==> config.mk <==
export PLATFORM = sky130hd
export DESIGN_NAME = gpr_writeback_arbiter
export DESIGN_NICKNAME = d
export VERILOG_FILES = /design/src/rtl/gpr_writeback_arbiter_pkg.sv /design/src/rtl/gpr_writeback_arbiter_wb_queue.sv /design/src/rtl/gpr_writeback_arbiter.sv
export SDC_FILE = /design/constraint.sdc
export NUM_CORES = 1
export LEC_CHECK = 0
export CORE_ASPECT_RATIO = 0.9
export CORE_MARGIN = 1
export CORE_UTILIZATION = 25
export DETAILED_ROUTE_END_ITERATION = 7
export GPL_ROUTABILITY_DRIVEN = 1
export HOLD_SLACK_MARGIN = 0.03
export PLACE_DENSITY_LB_ADDON = 0.12
export SYNTH_ARGS = -nofsm -noshare
export SYNTH_HDL_FRONTEND = slang
export SYNTH_SLANG_ARGS = --single-unit
==> constraint.sdc <==
create_clock -name clock_i -period 11 [get_ports clock_i]
set_input_delay 1.65 -clock clock_i [delete_from_list [all_inputs] [get_ports clock_i]]
set_output_delay 1.65 -clock clock_i [all_outputs]
set_load 0.03 [all_outputs]
==> src/rtl/gpr_writeback_arbiter_pkg.sv <==
// Shared types and constants for the GPR writeback arbiter and its queues.
package gpr_writeback_arbiter_pkg;

  localparam int GPR_IDX_SIZE = 5;
  localparam int GPR_SIZE     = 32;
  localparam int GPR_NUM      = 32;

  // Requester indices: ALU/EX result and load/MEM result.
  localparam int WB_REQ_ALU  = 0;
  localparam int WB_REQ_LOAD = 1;

  // Address lookups each queue answers: two decode read ports and the
  // address currently offered by the other requester.
  localparam int NUM_LOOKUP = 3;
  localparam int LK_RD1     = 0;
  localparam int LK_RD2     = 1;
  localparam int LK_OTHER   = 2;

  typedef logic [GPR_IDX_SIZE-1:0] gpr_idx_t;
  typedef logic [GPR_SIZE-1:0]     gpr_data_t;

  typedef struct packed {
    gpr_idx_t  addr;
    gpr_data_t data;
  } wb_entry_t;

  // r0 is hardwired to zero, so it never counts as a pending write.
  function automatic logic addr_hit(input gpr_idx_t a, input gpr_idx_t b);
    return (a != '0) && (a == b);
  endfunction

endpackage

==> src/rtl/gpr_writeback_arbiter_wb_queue.sv <==
// wb_queue: small FIFO of {addr,data} writeback entries with per-entry
// valid flags and address-match lookups used for hazard and busy detection.
module gpr_writeback_arbiter_wb_queue
  import gpr_writeback_arbiter_pkg::*;
#(
  parameter int DEPTH = 2
) (
  input  logic                                    clk,
  input  logic                                    srst,
  input  logic                                    push,
  input  wb_entry_t                               push_entry,
  input  logic                                    pop,
  output logic                                    full,
  output logic                                    empty,
  output wb_entry_t                               head_entry,
  output logic [DEPTH-1:0]                        entry_valid,
  input  logic [NUM_LOOKUP-1:0][GPR_IDX_SIZE-1:0] lookup_addr,
  output logic [NUM_LOOKUP-1:0]                   lookup_hit
);

  localparam int PW = $clog2(DEPTH);

  // Pointers carry one extra bit so full and empty are distinguishable.
  logic [PW:0] wr_ptr_reg;
  logic [PW:0] rd_ptr_reg;
  logic [PW:0] count;
  wb_entry_t   mem_reg [DEPTH];

  assign count      = wr_ptr_reg - rd_ptr_reg;
  assign full       = (count == (PW+1)'(DEPTH));
  assign empty      = (wr_ptr_reg == rd_ptr_reg);
  assign head_entry = mem_reg[rd_ptr_reg[PW-1:0]];

  // Pointer update; the arbiter never pushes when full or pops when empty.
  always_ff @(posedge clk) begin
    if (srst) begin
      wr_ptr_reg <= '0;
      rd_ptr_reg <= '0;
    end else begin
      if (push) wr_ptr_reg <= wr_ptr_reg + 1'b1;
      if (pop)  rd_ptr_reg <= rd_ptr_reg + 1'b1;
    end
  end

  // Entry storage; contents are meaningless outside the valid window.
  always_ff @(posedge clk) begin
    if (push) mem_reg[wr_ptr_reg[PW-1:0]] <= push_entry;
  end

  // A slot is live when its distance from the read pointer is below the count.
  for (genvar gi = 0; gi < DEPTH; gi++) begin : g_valid
    logic [PW-1:0] offset;
    assign offset          = PW'(gi) - rd_ptr_reg[PW-1:0];
    assign entry_valid[gi] = ({1'b0, offset} < count);
  end

  // Each lookup hits when any live entry targets that (non-zero) register.
  for (genvar gi = 0; gi < NUM_LOOKUP; gi++) begin : g_lookup
    logic [DEPTH-1:0] eq;
    for (genvar gj = 0; gj < DEPTH; gj++) begin : g_eq
      assign eq[gj] = (mem_reg[gj].addr == lookup_addr[gi]);
    end
    assign lookup_hit[gi] = (lookup_addr[gi] != '0) && |(eq & entry_valid);
  end

endmodule

==> src/rtl/gpr_writeback_arbiter.sv <==
// Shares the single register-file write port between the ALU (REQ0) and
// load (REQ1) writeback paths, keeps same-register writes in acceptance
// order, and reports per-read-port busy flags to decode.
module gpr_writeback_arbiter
  import gpr_writeback_arbiter_pkg::*;
#(
  parameter int DEPTH        = 2,
  parameter int STARVE_LIMIT = 4
) (
  input  logic                    clock_i,
  input  logic                    reset_i,
  input  logic                    req0_valid_i,
  input  logic [GPR_IDX_SIZE-1:0] req0_addr_i,
  input  logic [GPR_SIZE-1:0]     req0_data_i,
  output logic                    req0_ready_o,
  input  logic                    req1_valid_i,
  input  logic [GPR_IDX_SIZE-1:0] req1_addr_i,
  input  logic [GPR_SIZE-1:0]     req1_data_i,
  output logic                    req1_ready_o,
  input  logic [GPR_IDX_SIZE-1:0] rd1_addr_i,
  input  logic [GPR_IDX_SIZE-1:0] rd2_addr_i,
  output logic                    rd1_busy_o,
  output logic                    rd2_busy_o,
  output logic                    register_write_o,
  output logic [GPR_IDX_SIZE-1:0] register_write_addr_o,
  output logic [GPR_SIZE-1:0]     register_write_data_o
);

  localparam int SW = $clog2(STARVE_LIMIT + 1);

  wb_entry_t              req_entry   [2];
  wb_entry_t              q_head      [2];
  logic [DEPTH-1:0]       q_entry_valid [2];
  logic [NUM_LOOKUP-1:0]  q_hit       [2];
  logic [1:0]             q_full;
  logic [1:0]             q_empty;
  logic [1:0]             q_push;
  logic [1:0]             q_pop;

  logic ready0, ready1, waw0, waw1;
  logic grant_alu, grant_load;

  logic [SW-1:0] starve_cnt_reg, starve_cnt_next;
  logic          out_valid_reg, out_valid_next;
  gpr_idx_t      out_addr_reg, out_addr_next;
  gpr_data_t     out_data_reg, out_data_next;

  assign req_entry[WB_REQ_ALU]  = '{addr: req0_addr_i, data: req0_data_i};
  assign req_entry[WB_REQ_LOAD] = '{addr: req1_addr_i, data: req1_data_i};

  // One queue per requester; each also checks the other requester's address.
  for (genvar gi = 0; gi < 2; gi++) begin : g_queue
    logic [NUM_LOOKUP-1:0][GPR_IDX_SIZE-1:0] lookup;
    assign lookup = {req_entry[1-gi].addr, rd2_addr_i, rd1_addr_i};

    gpr_writeback_arbiter_wb_queue #(.DEPTH(DEPTH)) u_wb_queue (
      .clk         (clock_i),
      .srst        (reset_i),
      .push        (q_push[gi]),
      .push_entry  (req_entry[gi]),
      .pop         (q_pop[gi]),
      .full        (q_full[gi]),
      .empty       (q_empty[gi]),
      .head_entry  (q_head[gi]),
      .entry_valid (q_entry_valid[gi]),
      .lookup_addr (lookup),
      .lookup_hit  (q_hit[gi])
    );
  end

  // Acceptance: a request stalls if an older write to the same register is
  // still in the other queue or the output stage. On a same-cycle tie the
  // ALU request wins and the load request waits. r0 is accepted but dropped.
  always_comb begin
    waw0   = q_hit[WB_REQ_LOAD][LK_OTHER]
           || (out_valid_reg && addr_hit(req0_addr_i, out_addr_reg));
    ready0 = !reset_i && !q_full[WB_REQ_ALU] && !waw0;
    waw1   = q_hit[WB_REQ_ALU][LK_OTHER]
           || (out_valid_reg && addr_hit(req1_addr_i, out_addr_reg))
           || (req0_valid_i && ready0 && addr_hit(req1_addr_i, req0_addr_i));
    ready1 = !reset_i && !q_full[WB_REQ_LOAD] && !waw1;
    q_push = {req1_valid_i && ready1 && (req1_addr_i != '0),
              req0_valid_i && ready0 && (req0_addr_i != '0)};
  end

  // Grant one head per cycle: ALU by default, load when starved or alone.
  always_comb begin
    grant_load = !reset_i && !q_empty[WB_REQ_LOAD]
               && ((starve_cnt_reg == SW'(STARVE_LIMIT)) || q_empty[WB_REQ_ALU]);
    grant_alu  = !reset_i && !q_empty[WB_REQ_ALU] && !grant_load;
    q_pop      = {grant_load, grant_alu};

    out_valid_next = grant_alu || grant_load;
    out_addr_next  = '0;
    out_data_next  = '0;
    if (grant_load) begin
      out_addr_next = q_head[WB_REQ_LOAD].addr;
      out_data_next = q_head[WB_REQ_LOAD].data;
    end else if (grant_alu) begin
      out_addr_next = q_head[WB_REQ_ALU].addr;
      out_data_next = q_head[WB_REQ_ALU].data;
    end

    // Count cycles a waiting load head is passed over; saturate at the limit.
    starve_cnt_next = '0;
    if (|q_entry_valid[WB_REQ_LOAD] && !grant_load) begin
      starve_cnt_next = (starve_cnt_reg == SW'(STARVE_LIMIT))
                      ? starve_cnt_reg : starve_cnt_reg + 1'b1;
    end
  end

  // Output stage and starvation counter, reloaded every cycle.
  always_ff @(posedge clock_i) begin
    if (reset_i) begin
      out_valid_reg  <= 1'b0;
      out_addr_reg   <= '0;
      out_data_reg   <= '0;
      starve_cnt_reg <= '0;
    end else begin
      out_valid_reg  <= out_valid_next;
      out_addr_reg   <= out_addr_next;
      out_data_reg   <= out_data_next;
      starve_cnt_reg <= starve_cnt_next;
    end
  end

  // Outputs are forced quiet while reset is held.
  always_comb begin
    req0_ready_o          = ready0;
    req1_ready_o          = ready1;
    register_write_o      = !reset_i && out_valid_reg;
    register_write_addr_o = reset_i ? '0 : out_addr_reg;
    register_write_data_o = reset_i ? '0 : out_data_reg;
    rd1_busy_o = !reset_i && (q_hit[WB_REQ_ALU][LK_RD1] || q_hit[WB_REQ_LOAD][LK_RD1]
               || (out_valid_reg && addr_hit(rd1_addr_i, out_addr_reg)));
    rd2_busy_o = !reset_i && (q_hit[WB_REQ_ALU][LK_RD2] || q_hit[WB_REQ_LOAD][LK_RD2]
               || (out_valid_reg && addr_hit(rd2_addr_i, out_addr_reg)));
  end

endmodule
Yosys cells after proc, flatten, opt, wreduce, memory -nomap -nowiden
Memories as Yosys holds them, arrays and structs flattened. A register that Yosys moved wholly into a read port is not among the register bits. Index checks and enable logic that the tools add are counted.

Bits in registers: 49. RAM bits: 148. Input bits: 88. Output and inout bits: 42. Word-level logic and storage cells: 129. Memories: 2.

Memory list: g_queue[0].u_wb_queue.mem_reg (words 2, bits a word 37, rd ports 3, clocked after Yosys merged registers in 1, wr ports 1, line gpr_writeback_arbiter_wb_queue.sv:27) `wb_entry_t mem_reg [DEPTH];`; g_queue[1].u_wb_queue.mem_reg (words 2, bits a word 37, rd ports 3, clocked after Yosys merged registers in 1, wr ports 1, line gpr_writeback_arbiter_wb_queue.sv:27).

Add/subtract/negate cells: 11. $lt $le $gt $ge: 4. Equal/unequal tests: 22. Multiplexer cells: 14. Bitwise operators: 7. Reductions and logical operators: 61.

Operators with widths (count): 32-bit two-way mux (3); 5-bit equality test (17); 1-bit logical AND (32); 5-bit nonzero test (4); 2-bit OR reduction (8); 5-bit two-way mux (3); 2-bit AND (6); 1-bit logical OR (9); 2-bit by 1-bit adder with 2-bit output (second input constant) (4); 1-bit logical NOT (8); 1-bit by 2-bit < comparator with 1-bit output (4); 1-bit two-way mux (8); 2-bit equality test (2); 2-bit equality test (second input constant) (2); 1-bit subtractor (first input constant) (4); 2-bit subtractor (2); 3-bit by 1-bit adder with 3-bit output (second input constant) (1); 3-bit equality test (second input constant) (1); 1-bit inverter (1).

Depth between registers and ports, before layout
Gate-level depths: netlist of the first run.

Depth after elaboration: 17. Depth in mapped cells: 11. Mapped depth without buffers: 11.

Hierarchy
Synthesis of the first run repeated with hierarchy kept, for this count alone.

Cells, all modules: 599. Area total of the unflattened synthesis: 8619.5 um^2.

Modules (own cells, without submodules): gpr_writeback_arbiter_wb_queue (times used 2, cells an instance 194, area each 3295.7 um^2, sequential area each 2322.2 um^2); gpr_writeback_arbiter (times used 1, cells an instance 211, area each 2028.2 um^2, sequential area each 820.8 um^2).

Worst setup path after synthesis of the first run
Ideal clock, no wire load.

Kind: input to register. Start point: input req0_addr_i[2]. End point: memory g_queue[0].u_wb_queue.mem_reg[1][0] in the netlist's numbering (enable). Library setup time: 0.482 ns. Data arrival time: 4.899 ns. Required time: 10.518 ns. Path slack: 5.619 ns. Stages on the path: 6. Buffers on the path: 1. Cell sequence: buf_2 -> xnor2_1 -> nand4_1 -> or3_1 -> nand3_1 -> nor3_1.

Cells in the longest elaborated chain, start to end: 11. Elaborated cells on any way between the ends: 16. Those cells by class: eq/ne: 3; mux: 2; bitwise: 1; reduce/logical: 10.

RTL lines: from (decl) (line gpr_writeback_arbiter.sv:13) `input logic [GPR_IDX_SIZE-1:0] req0_addr_i,`; 5-bit equality test (line gpr_writeback_arbiter_wb_queue.sv:61) `assign eq[gj] = (mem_reg[gj].addr == lookup_addr[gi]);`; 2-bit AND (line gpr_writeback_arbiter_wb_queue.sv:63) `assign lookup_hit[gi] = (lookup_addr[gi] != '0) && |(eq & entry_valid);`; 2-bit OR reduction (line gpr_writeback_arbiter_wb_queue.sv:63); 1-bit logical AND (line gpr_writeback_arbiter_wb_queue.sv:63); 1-bit logical OR (line gpr_writeback_arbiter.sv:76) `|| (out_valid_reg && addr_hit(req0_addr_i, out_addr_reg));`; 1-bit logical NOT (line gpr_writeback_arbiter.sv:77) `ready0 = !reset_i && !q_full[WB_REQ_ALU] && !waw0;`; 1-bit logical AND (line gpr_writeback_arbiter.sv:77); 1-bit logical AND (line gpr_writeback_arbiter.sv:83) `req0_valid_i && ready0 && (req0_addr_i != '0)};`; 1-bit logical AND * (line gpr_writeback_arbiter.sv:83); 1-bit two-way mux * (line gpr_writeback_arbiter_wb_queue.sv:47) `if (push) mem_reg[wr_ptr_reg[PW-1:0]] <= push_entry;`; 1-bit two-way mux (implied by the code) * (line gpr_writeback_arbiter_wb_queue.sv:47); to (decl) (line gpr_writeback_arbiter_wb_queue.sv:27).

Every way passes the cells marked *; elsewhere a longest branch is shown, timed or not.

Worst setup path after layout of the first run
Start point: input req0_addr_i[2]. End point: output req1_ready_o.

Cells in the longest elaborated chain, start to end: 12. Elaborated cells on any way between the ends: 19. Those cells by class: eq/ne: 4; bitwise: 1; reduce/logical: 14.

RTL lines: 5-bit equality test (line gpr_writeback_arbiter_wb_queue.sv:61); 2-bit AND (line gpr_writeback_arbiter_wb_queue.sv:63); 2-bit OR reduction (line gpr_writeback_arbiter_wb_queue.sv:63); 1-bit logical AND (line gpr_writeback_arbiter_wb_queue.sv:63); 1-bit logical OR (line gpr_writeback_arbiter.sv:76); 1-bit logical NOT (line gpr_writeback_arbiter.sv:77); 1-bit logical AND (line gpr_writeback_arbiter.sv:77); 1-bit logical AND (line gpr_writeback_arbiter.sv:80) `|| (req0_valid_i && ready0 && addr_hit(req1_addr_i, req0_addr_i));`; 1-bit logical AND * (line gpr_writeback_arbiter.sv:80); 1-bit logical OR * (line gpr_writeback_arbiter.sv:80); 1-bit logical NOT * (line gpr_writeback_arbiter.sv:81) `ready1 = !reset_i && !q_full[WB_REQ_LOAD] && !waw1;`; 1-bit logical AND * (line gpr_writeback_arbiter.sv:81); to (decl) (line gpr_writeback_arbiter.sv:19) `output logic req1_ready_o,`.

Marked as above.

==> results.sh, run 1 <==
export IMPL_cts_resizes=0
export IMPL_synth_top_cell_area_share_pct=53.0
export IMPL_maxCapViolations=0
export IMPL_grt_pass1_vias=5665
export IMPL_cts_root_buffer_cell="sky130_fd_sc_hd__clkbuf_16"
export IMPL_number_of_cell_rows=63
export IMPL_power_density_cell_area_nw_per_um2=220
export IMPL_finish_utilization_pct=32.4
export IMPL_synth_top_area_cell="sky130_fd_sc_hd__edfxtp_1"
export IMPL_die_area_um2=34300
export IMPL_timing_final_hold_violations=0
export IMPL_cts_buffers=17
export IMPL_finalWirelength_mm=23.1
export IMPL_fin_worst_hold_slack_ns=0.492
export IMPL_synth_fp_nets=696
export IMPL_final_std_cells_w_o_fill=1144
export IMPL_syn_area_um2=8380
export IMPL_crit_fanout=7
export IMPL_drt_initial_drc_count=211
export IMPL_grt_antenna_before_repair=2
export IMPL_run_status="finished clean"
export IMPL_cts_max_path_buffers=2
export IMPL_via_per_inst=4.47
export IMPL_maxSlewViolCount=0
export IMPL_drc=0
export IMPL_synthesis_instances=600
export IMPL_drt_first_pass_iters=4
export IMPL_worst_path_slowest_cell="sky130_fd_sc_hd__clkdlybuf4s50_1"
export IMPL_power_frac_seq_pct=44.5
export IMPL_postRouteAntennaNets=0
export IMPL_die_w_um=195
export IMPL_crit_required_ns=9.35
export IMPL_numClockSinks=199
export IMPL_p_clk_share_pct=27.0
export IMPL_rsz0062_at_grt="false"
export IMPL_switching_component_of_the_power_mw=0.790
export IMPL_worst_slew_pin_transition_ns=1.17
export IMPL_static_leakage_power_nw=3.44
export IMPL_numPortBuffers=129
export IMPL_post_place_cells=1112
export IMPL_peakVddDrop_mv=0.104
export IMPL_ioPinCount=130
export IMPL_detailedPlacementHpwl_mm=14.8
export IMPL_layout_area_overhead_vs_synth_pct=27.3
export IMPL_tritoncts="yes"
export IMPL_finalCritPeriodShare_pct=54.1
export IMPL_largest_register_ffs=148
export IMPL_dp_slack_ns=5.05
export IMPL_gpl_final_weighted_congestion=0.885
export IMPL_floorplan_initialDensity_pct=25.4
export IMPL_layout_min_cycle_time_ns=5.95
export IMPL_setup_tns_final_ns=0
export IMPL_cts_post_setup_buffers_inserted=0
export IMPL_power_combinational_fraction_pct=28.4
export IMPL_pin_count_of_the_biggest_net_entering_global_routing=57
export IMPL_fillers=3254
export IMPL_vias=5115
export IMPL_worst_setup_path_end_kind="output port"
export IMPL_hold_buffers=0
export IMPL_number_of_synthesized_flops_with_an_enable_pin=148
export IMPL_number_of_nets_in_the_layout=805
export IMPL_clk_insertion_delay_late_ns=0.43
export IMPL_power_switching_share_pct=33.6
export IMPL_postSynth_topFlopCell="sky130_fd_sc_hd__edfxtp_1"
export IMPL_global_route_overflow_total=0
export IMPL_final_setup_viol_count=0
export IMPL_timing_critical_path_cells="clkdlybuf4s50_1, xnor2_1, nand4_1, or3_1, a31oi_1, o41a_1, clkdlybuf4s50_1"
export IMPL_clkTransAtPathRegs_ns=0.08
export IMPL_core_area_um2=32900
export IMPL_area_taken_by_multi_input_logic_gates_um2=2690
export IMPL_cp_common_cell="sky130_fd_sc_hd__clkdlybuf4s50_1"
export IMPL_crit_path_start_kind="input pin"
export IMPL_post_synth_cell_area_avg_um2=14.0
export IMPL_final_critical_path_setup_slack_ns=5.05
export IMPL_synth_top_cells_by_area="sky130_fd_sc_hd__edfxtp_1, sky130_fd_sc_hd__dfxtp_1, sky130_fd_sc_hd__mux2i_1"
export IMPL_grt_first_pass_wirelength_mm=34.5
export IMPL_clock_skew_final_ns=0.0153
export IMPL_ys_seq_elements=199
export IMPL_critical_path_max_stage_delay_ns=0.72
export IMPL_post_route_cells_drive_above_1_share_pct=7.34
export IMPL_arrival_ns=4.30
export IMPL_ctsHtreeMaxLevel=4
export IMPL_postSynth_asyncResetShare_pct=0
export IMPL_detail_route_wl_per_cell_um=20.2
export IMPL_die_height_um=176
export IMPL_timing_worst_setup_path_type="input pin to output port"
export IMPL_antenna_cells=0
export IMPL_ff_latch_area_um2=5470
export IMPL_synth_cell_type_count=40
export IMPL_synthesis_yosys_warnings=0
export IMPL_gr_usage_all_layers_pct=13.7
export IMPL_total_internal_power_mw=1.56
export IMPL_synth_seq_area_share_pct=65.2
export IMPL_worstHoldPathType="register to register"
export IMPL_fmax_mhz=168
export IMPL_timing_max_slew_rel_slack_pct=22.1
## through the flow
stage | power (mW) | instance area, um2
after floorplan | 1.47 | 8380
after global placement | 1.74 | 10100
after detailed placement | 1.75 | 10100
after CTS | 2.39 | 10700
after global routing | 2.47 | 10700
final | 2.35 | 10700
## synthesized netlist by cell type, types with 2 or more instances
cell and n:
sky130_fd_sc_hd__xor2_1 41, sky130_fd_sc_hd__or4_1 2, sky130_fd_sc_hd__nor2b_1 38, sky130_fd_sc_hd__nand3_1 6, sky130_fd_sc_hd__a31oi_1 2, sky130_fd_sc_hd__ha_1 8, sky130_fd_sc_hd__buf_2 4, sky130_fd_sc_hd__buf_4 3
sky130_fd_sc_hd__dfxtp_1 51, sky130_fd_sc_hd__a21oi_1 5, sky130_fd_sc_hd__nor2_1 20, sky130_fd_sc_hd__mux2i_1 76, sky130_fd_sc_hd__buf_6 3, sky130_fd_sc_hd__or3_1 3, sky130_fd_sc_hd__xnor2_1 52, sky130_fd_sc_hd__o22ai_1 37
sky130_fd_sc_hd__nand2_1 6, sky130_fd_sc_hd__clkbuf_1 33, sky130_fd_sc_hd__edfxtp_1 148, sky130_fd_sc_hd__inv_1 9, sky130_fd_sc_hd__buf_1 4, sky130_fd_sc_hd__nor4_1 7, sky130_fd_sc_hd__nand4_1 12, sky130_fd_sc_hd__nor3_1 14
## power by group through the flow
stage               Combinational (mW)  Sequential (mW)  Clock (mW)
floorplan                        0.468             1.00           0
finish                           0.669             1.05       0.636
global placement                 0.677             1.07           0
CTS                              0.687             1.05       0.653
global route                     0.727             1.06       0.677
detailed placement               0.682             1.07           0
## final timing paths
| path | endpoint | depth (start not counted) | startpoint | slack, ns |
|---|---|---|---|---|
| worst max register to register | g_queue[0].u_wb_queue.rd_ptr_reg[1] | 9 | g_queue[0].u_wb_queue.rd_ptr_reg[0] | 7.39 |
| worst max-delay path | req1_ready_o | 7 | req0_addr_i[2] | 5.05 |
| worst min-delay path | g_queue[1].u_wb_queue.wr_ptr_reg[1] | 1 | g_queue[1].u_wb_queue.wr_ptr_reg[1] | 0.49 |
| worst min register to register | g_queue[1].u_wb_queue.wr_ptr_reg[1] | 1 | g_queue[1].u_wb_queue.wr_ptr_reg[1] | 0.49 |
## critical path, delay by kind of cell
family / cells / cell delay (ns)
buffers and inverters: 2 / 1.43
AO/OA/AOI/OAI: 2 / 0.58
AND/OR/NAND/NOR: 2 / 0.44
XOR/XNOR: 1 / 0.19
## per-layer routing
layer / routed length, um / part of all wire, % / global-route usage (%) / up-vias
li1: - / - / - / 2394
met1: 10500 / 45 / 17.1 / 2570
met2: 11300 / 49 / 23.5 / 128
met3: 1070 / 4.6 / 3.11 / 21
met4: 295 / 1.3 / 4.04 / 2
met5: 13 / 0.056 / 0 / -
## placed cells by master, fill, tap and decap left out, types with 2 or more instances in the layout
cell type / instances
sky130_fd_sc_hd__mux2i_1: 76
sky130_fd_sc_hd__inv_6: 4
sky130_fd_sc_hd__dfxtp_2: 2
sky130_fd_sc_hd__clkinv_8: 3
sky130_fd_sc_hd__inv_1: 8
sky130_fd_sc_hd__nand2_1: 6
sky130_fd_sc_hd__clkdlybuf4s50_1: 128
sky130_fd_sc_hd__nor2b_1: 38
sky130_fd_sc_hd__inv_8: 3
sky130_fd_sc_hd__o22ai_1: 37
sky130_fd_sc_hd__or3_1: 3
sky130_fd_sc_hd__edfxtp_1: 148
sky130_fd_sc_hd__nor4_1: 7
sky130_fd_sc_hd__nand4_1: 12
sky130_fd_sc_hd__xnor2_1: 52
sky130_fd_sc_hd__nand3_1: 6
sky130_fd_sc_hd__a21oi_1: 5
sky130_fd_sc_hd__nor3_2: 2
sky130_fd_sc_hd__clkinv_4: 3
sky130_fd_sc_hd__xor2_1: 41
sky130_fd_sc_hd__dfxtp_1: 49
sky130_fd_sc_hd__buf_4: 8
sky130_fd_sc_hd__a31oi_1: 2
sky130_fd_sc_hd__clkbuf_16: 17
sky130_fd_sc_hd__or4_1: 2
sky130_fd_sc_hd__nor2_1: 19
sky130_fd_sc_hd__nor3_1: 12
sky130_fd_sc_hd__ha_1: 8
## area by class of cell
| cell class | instances | area share (%) |
|---|---|---|
| Clock buffer | 17 | 3.99 |
| Clock inverter | 15 | 1.68 |
| Inverter | 9 | 0.317 |
| Multi-Input combinational cell | 345 | 25.2 |
| Sequential cell | 199 | 51.3 |
| Tap cell | 422 | 4.95 |
| Timing Repair Buffer | 137 | 12.6 |
## cell families after synthesis
family | share of synthesized area [%]
xor+xnor | 9.72
compound gates | 3.90
fa+ha+maj | 1.19
simple gates | 7.96
mux | 9.07
flops | 65.2
buf+inv | 2.97
Power figures use the tool's default switching activity.
==> run 2, diff against run 1 <==
==> constraint.sdc (replaced) <==
create_clock -name clock_i -period 5.45 [get_ports clock_i]
set_input_delay 0.8175 -clock clock_i [delete_from_list [all_inputs] [get_ports clock_i]]
set_output_delay 0.8175 -clock clock_i [all_outputs]
set_load 0.03 [all_outputs]
==> run 2 against run 1 <==
Clock power up 98%. Worst setup slack lost 3.9 ns. Combinational power up 100%. Via count fell by 0.22%. Flip-flop and latch count unchanged. Critical endpoint unchanged. Largest cell class unchanged. Global-route usage shrank 0.35 points. Clock skew increased by 0.0037 ns. Core utilization about the same. Final cell count is 0.26% higher. Die area did not move. Count of clock-buffer cells in the layout rose by 2.
==> results.sh, run 2 (synthesized netlist as in run 1, its figures left out) <==
export IMPL_run_status="finished clean"
export IMPL_drc=0
export IMPL_ioPinCount=130
export IMPL_worstSetupPathDepth=7
export IMPL_number_of_nets_in_the_layout=807
export IMPL_final_critical_path_setup_slack_ns=1.14
export IMPL_finalCritPeriodShare_pct=79.1
export IMPL_postRouteAntennaNets=0
export IMPL_global_route_overflow_total=0
export IMPL_mostFrequentLayoutCells="sky130_fd_sc_hd__edfxtp_1, sky130_fd_sc_hd__clkdlybuf4s50_1, sky130_fd_sc_hd__mux2i_1"
export IMPL_via_per_inst=4.45
export IMPL_arrival_ns=3.49
export IMPL_layout_cells_most_common="sky130_fd_sc_hd__edfxtp_1"
export IMPL_reg2reg_setup_slack_ns=1.98
export IMPL_worst_setup_path_endpoint="req1_ready_o"
export IMPL_die_area_um2=34300
export IMPL_crit_fanout=8
export IMPL_critical_path_startpoint="req0_addr_i[0]"
export IMPL_detailed_place_area_um2=10100
export IMPL_static_leakage_power_nw=3.45
export IMPL_gpl_final_weighted_congestion=0.858
export IMPL_worst_r2r_path_depth=9
export IMPL_use_met3_pct=3.09
export IMPL_core_area_um2=32900
export IMPL_die_height_um=176
export IMPL_numPortBuffers=129
export IMPL_timing_critical_path_cells="clkdlybuf4s50_1, xnor2_1, nand4_1, or3_1, a31oi_1, o41a_1, clkdlybuf4s50_1"
export IMPL_clkTransAtPathRegs_ns=0.07
export IMPL_largest_register_ffs=148
export IMPL_fmax_mhz=232
export IMPL_clock_skew_final_ns=0.0190
export IMPL_number_of_cell_rows=63
export IMPL_cp_common_cell="sky130_fd_sc_hd__clkdlybuf4s50_1"
export IMPL_maxCapViolations=0
export IMPL_worst_hold_path_num_cells=1
export IMPL_cts_resizes=0
export IMPL_cts_max_path_buffers=2
export IMPL_tritoncts="yes"
export IMPL_timing_final_hold_violations=0
export IMPL_worst_path_buf_inv=2
export IMPL_ff_latch_area_um2=5470
export IMPL_hold_buffers=0
export IMPL_floorplan_initialDensity_pct=25.4
export IMPL_final_setup_viol_count=0
export IMPL_clk_insertion_delay_late_ns=0.43
export IMPL_reg2reg_from="g_queue[1].u_wb_queue.wr_ptr_reg[0]"
export IMPL_die_w_um=195
export IMPL_grt_busiest_layer="met2"
export IMPL_fillers=3277
export IMPL_cts_root_buffer_cell="sky130_fd_sc_hd__clkbuf_16"
export IMPL_drt_first_pass_iters=6
export IMPL_grt_first_pass_wirelength_mm=33.6
export IMPL_grt_pass1_vias=5462
export IMPL_setup_tns_final_ns=0
export IMPL_crit_path_start_kind="input pin"
export IMPL_timing_max_slew_rel_slack_pct=38.5
export IMPL_worst_path_slowest_cell="sky130_fd_sc_hd__clkdlybuf4s50_1"
export IMPL_dp_slack_ns=1.16
export IMPL_crit_required_ns=4.63
export IMPL_endpoint_of_the_most_critical_register_to_register_path="g_queue[0].u_wb_queue.mem_reg[1][4]"
export IMPL_worst_setup_path_end_kind="output port"
export IMPL_finalWirelength_mm=22.8
export IMPL_rsz0062_at_grt="false"
export IMPL_cts_post_setup_buffers_inserted=0
export IMPL_timing_worst_setup_path_type="input pin to output port"
export IMPL_cts_buffers=17
export IMPL_fin_worst_hold_slack_ns=0.484
export IMPL_grt_use_met2_pct=22.1
export IMPL_groute_layer_met1_usage_pct=17.1
export IMPL_detailedPlacementHpwl_mm=15.3
export IMPL_finish_utilization_pct=32.4
export IMPL_finish_instance_area_um2=10700
export IMPL_gr_usage_all_layers_pct=13.3
export IMPL_detail_route_wl_per_cell_um=19.9
export IMPL_grt_antenna_before_repair=2
export IMPL_layout_area_overhead_vs_synth_pct=27.4
export IMPL_ctsHtreeMaxLevel=4
export IMPL_worstHoldPathType="register to register"
export IMPL_worst_slew_pin_transition_ns=0.922
export IMPL_cpLargestDelayFamily="buffers and inverters"
export IMPL_critical_path_max_stage_delay_ns=0.77
export IMPL_numClockSinks=199
export IMPL_layout_min_cycle_time_ns=4.31
export IMPL_peakVddDrop_mv=0.172
export IMPL_pin_count_of_the_biggest_net_entering_global_routing=42
export IMPL_post_route_cells_drive_above_1_share_pct=7.32
export IMPL_drt_initial_drc_count=280
export IMPL_vias=5104
export IMPL_maxSlewViolCount=0
export IMPL_area_taken_by_multi_input_logic_gates_um2=2690
export IMPL_power_density_cell_area_nw_per_um2=443
## run 2: final cells by class
cell class / count / share of cell area, %
antenna: 1 / 0.0234
timing repair buffer: 139 / 12.7
inverter: 9 / 0.316
clock buffer: 19 / 4.05
sequential: 199 / 51.2
tap: 422 / 4.94
clock inverter: 13 / 1.55
multi-input combinational: 345 / 25.2
## run 2: worst min path at each step
stage | start | to | slack, ns
after detailed placement | g_queue[1].u_wb_queue.wr_ptr_reg[1] | g_queue[1].u_wb_queue.wr_ptr_reg[1] | 0.46
after floorplan | g_queue[1].u_wb_queue.wr_ptr_reg[1] | g_queue[1].u_wb_queue.wr_ptr_reg[1] | 0.44
after global placement | g_queue[1].u_wb_queue.wr_ptr_reg[1] | g_queue[1].u_wb_queue.wr_ptr_reg[1] | 0.47
final | g_queue[1].u_wb_queue.wr_ptr_reg[1] | g_queue[1].u_wb_queue.wr_ptr_reg[1] | 0.48
after CTS | g_queue[1].u_wb_queue.wr_ptr_reg[1] | g_queue[1].u_wb_queue.wr_ptr_reg[1] | 0.48
after global routing | g_queue[1].u_wb_queue.rd_ptr_reg[1] | g_queue[1].u_wb_queue.rd_ptr_reg[1] | 0.54
## run 2: stage by stage
stage	cells	power, mW
global route	1146	4.97
CTS	1146	4.80
detailed placement	1114	3.53
floorplan	600	2.96
finish	1147	4.73
global placement	1114	3.51
## run 2: power by group
part	internal (mW)	switching, mW	total, mW
Clock	0.659	0.606	1.26
Combinational	0.575	0.778	1.35
Sequential	1.92	0.195	2.12
## run 2: metal layers
metal  vias to the layer above  share of wire (%)
met3                        32                4.6
met4                         2                1.8
met5                         -              0.053
li1                       2402                  -
met1                      2516                 46
met2                       152                 48
## run 2: worst reg2reg max path: stages, from the launching register on
cell and delay (ns):
sky130_fd_sc_hd__dfxtp_1 0.50, sky130_fd_sc_hd__inv_1 0.09, sky130_fd_sc_hd__ha_1 0.19, sky130_fd_sc_hd__inv_1 0.06, sky130_fd_sc_hd__ha_1 0.23, sky130_fd_sc_hd__nor2_1 0.47
sky130_fd_sc_hd__or3_1 0.21, sky130_fd_sc_hd__nand3_1 0.18, sky130_fd_sc_hd__nor3_2 0.71, sky130_fd_sc_hd__buf_4 0.48
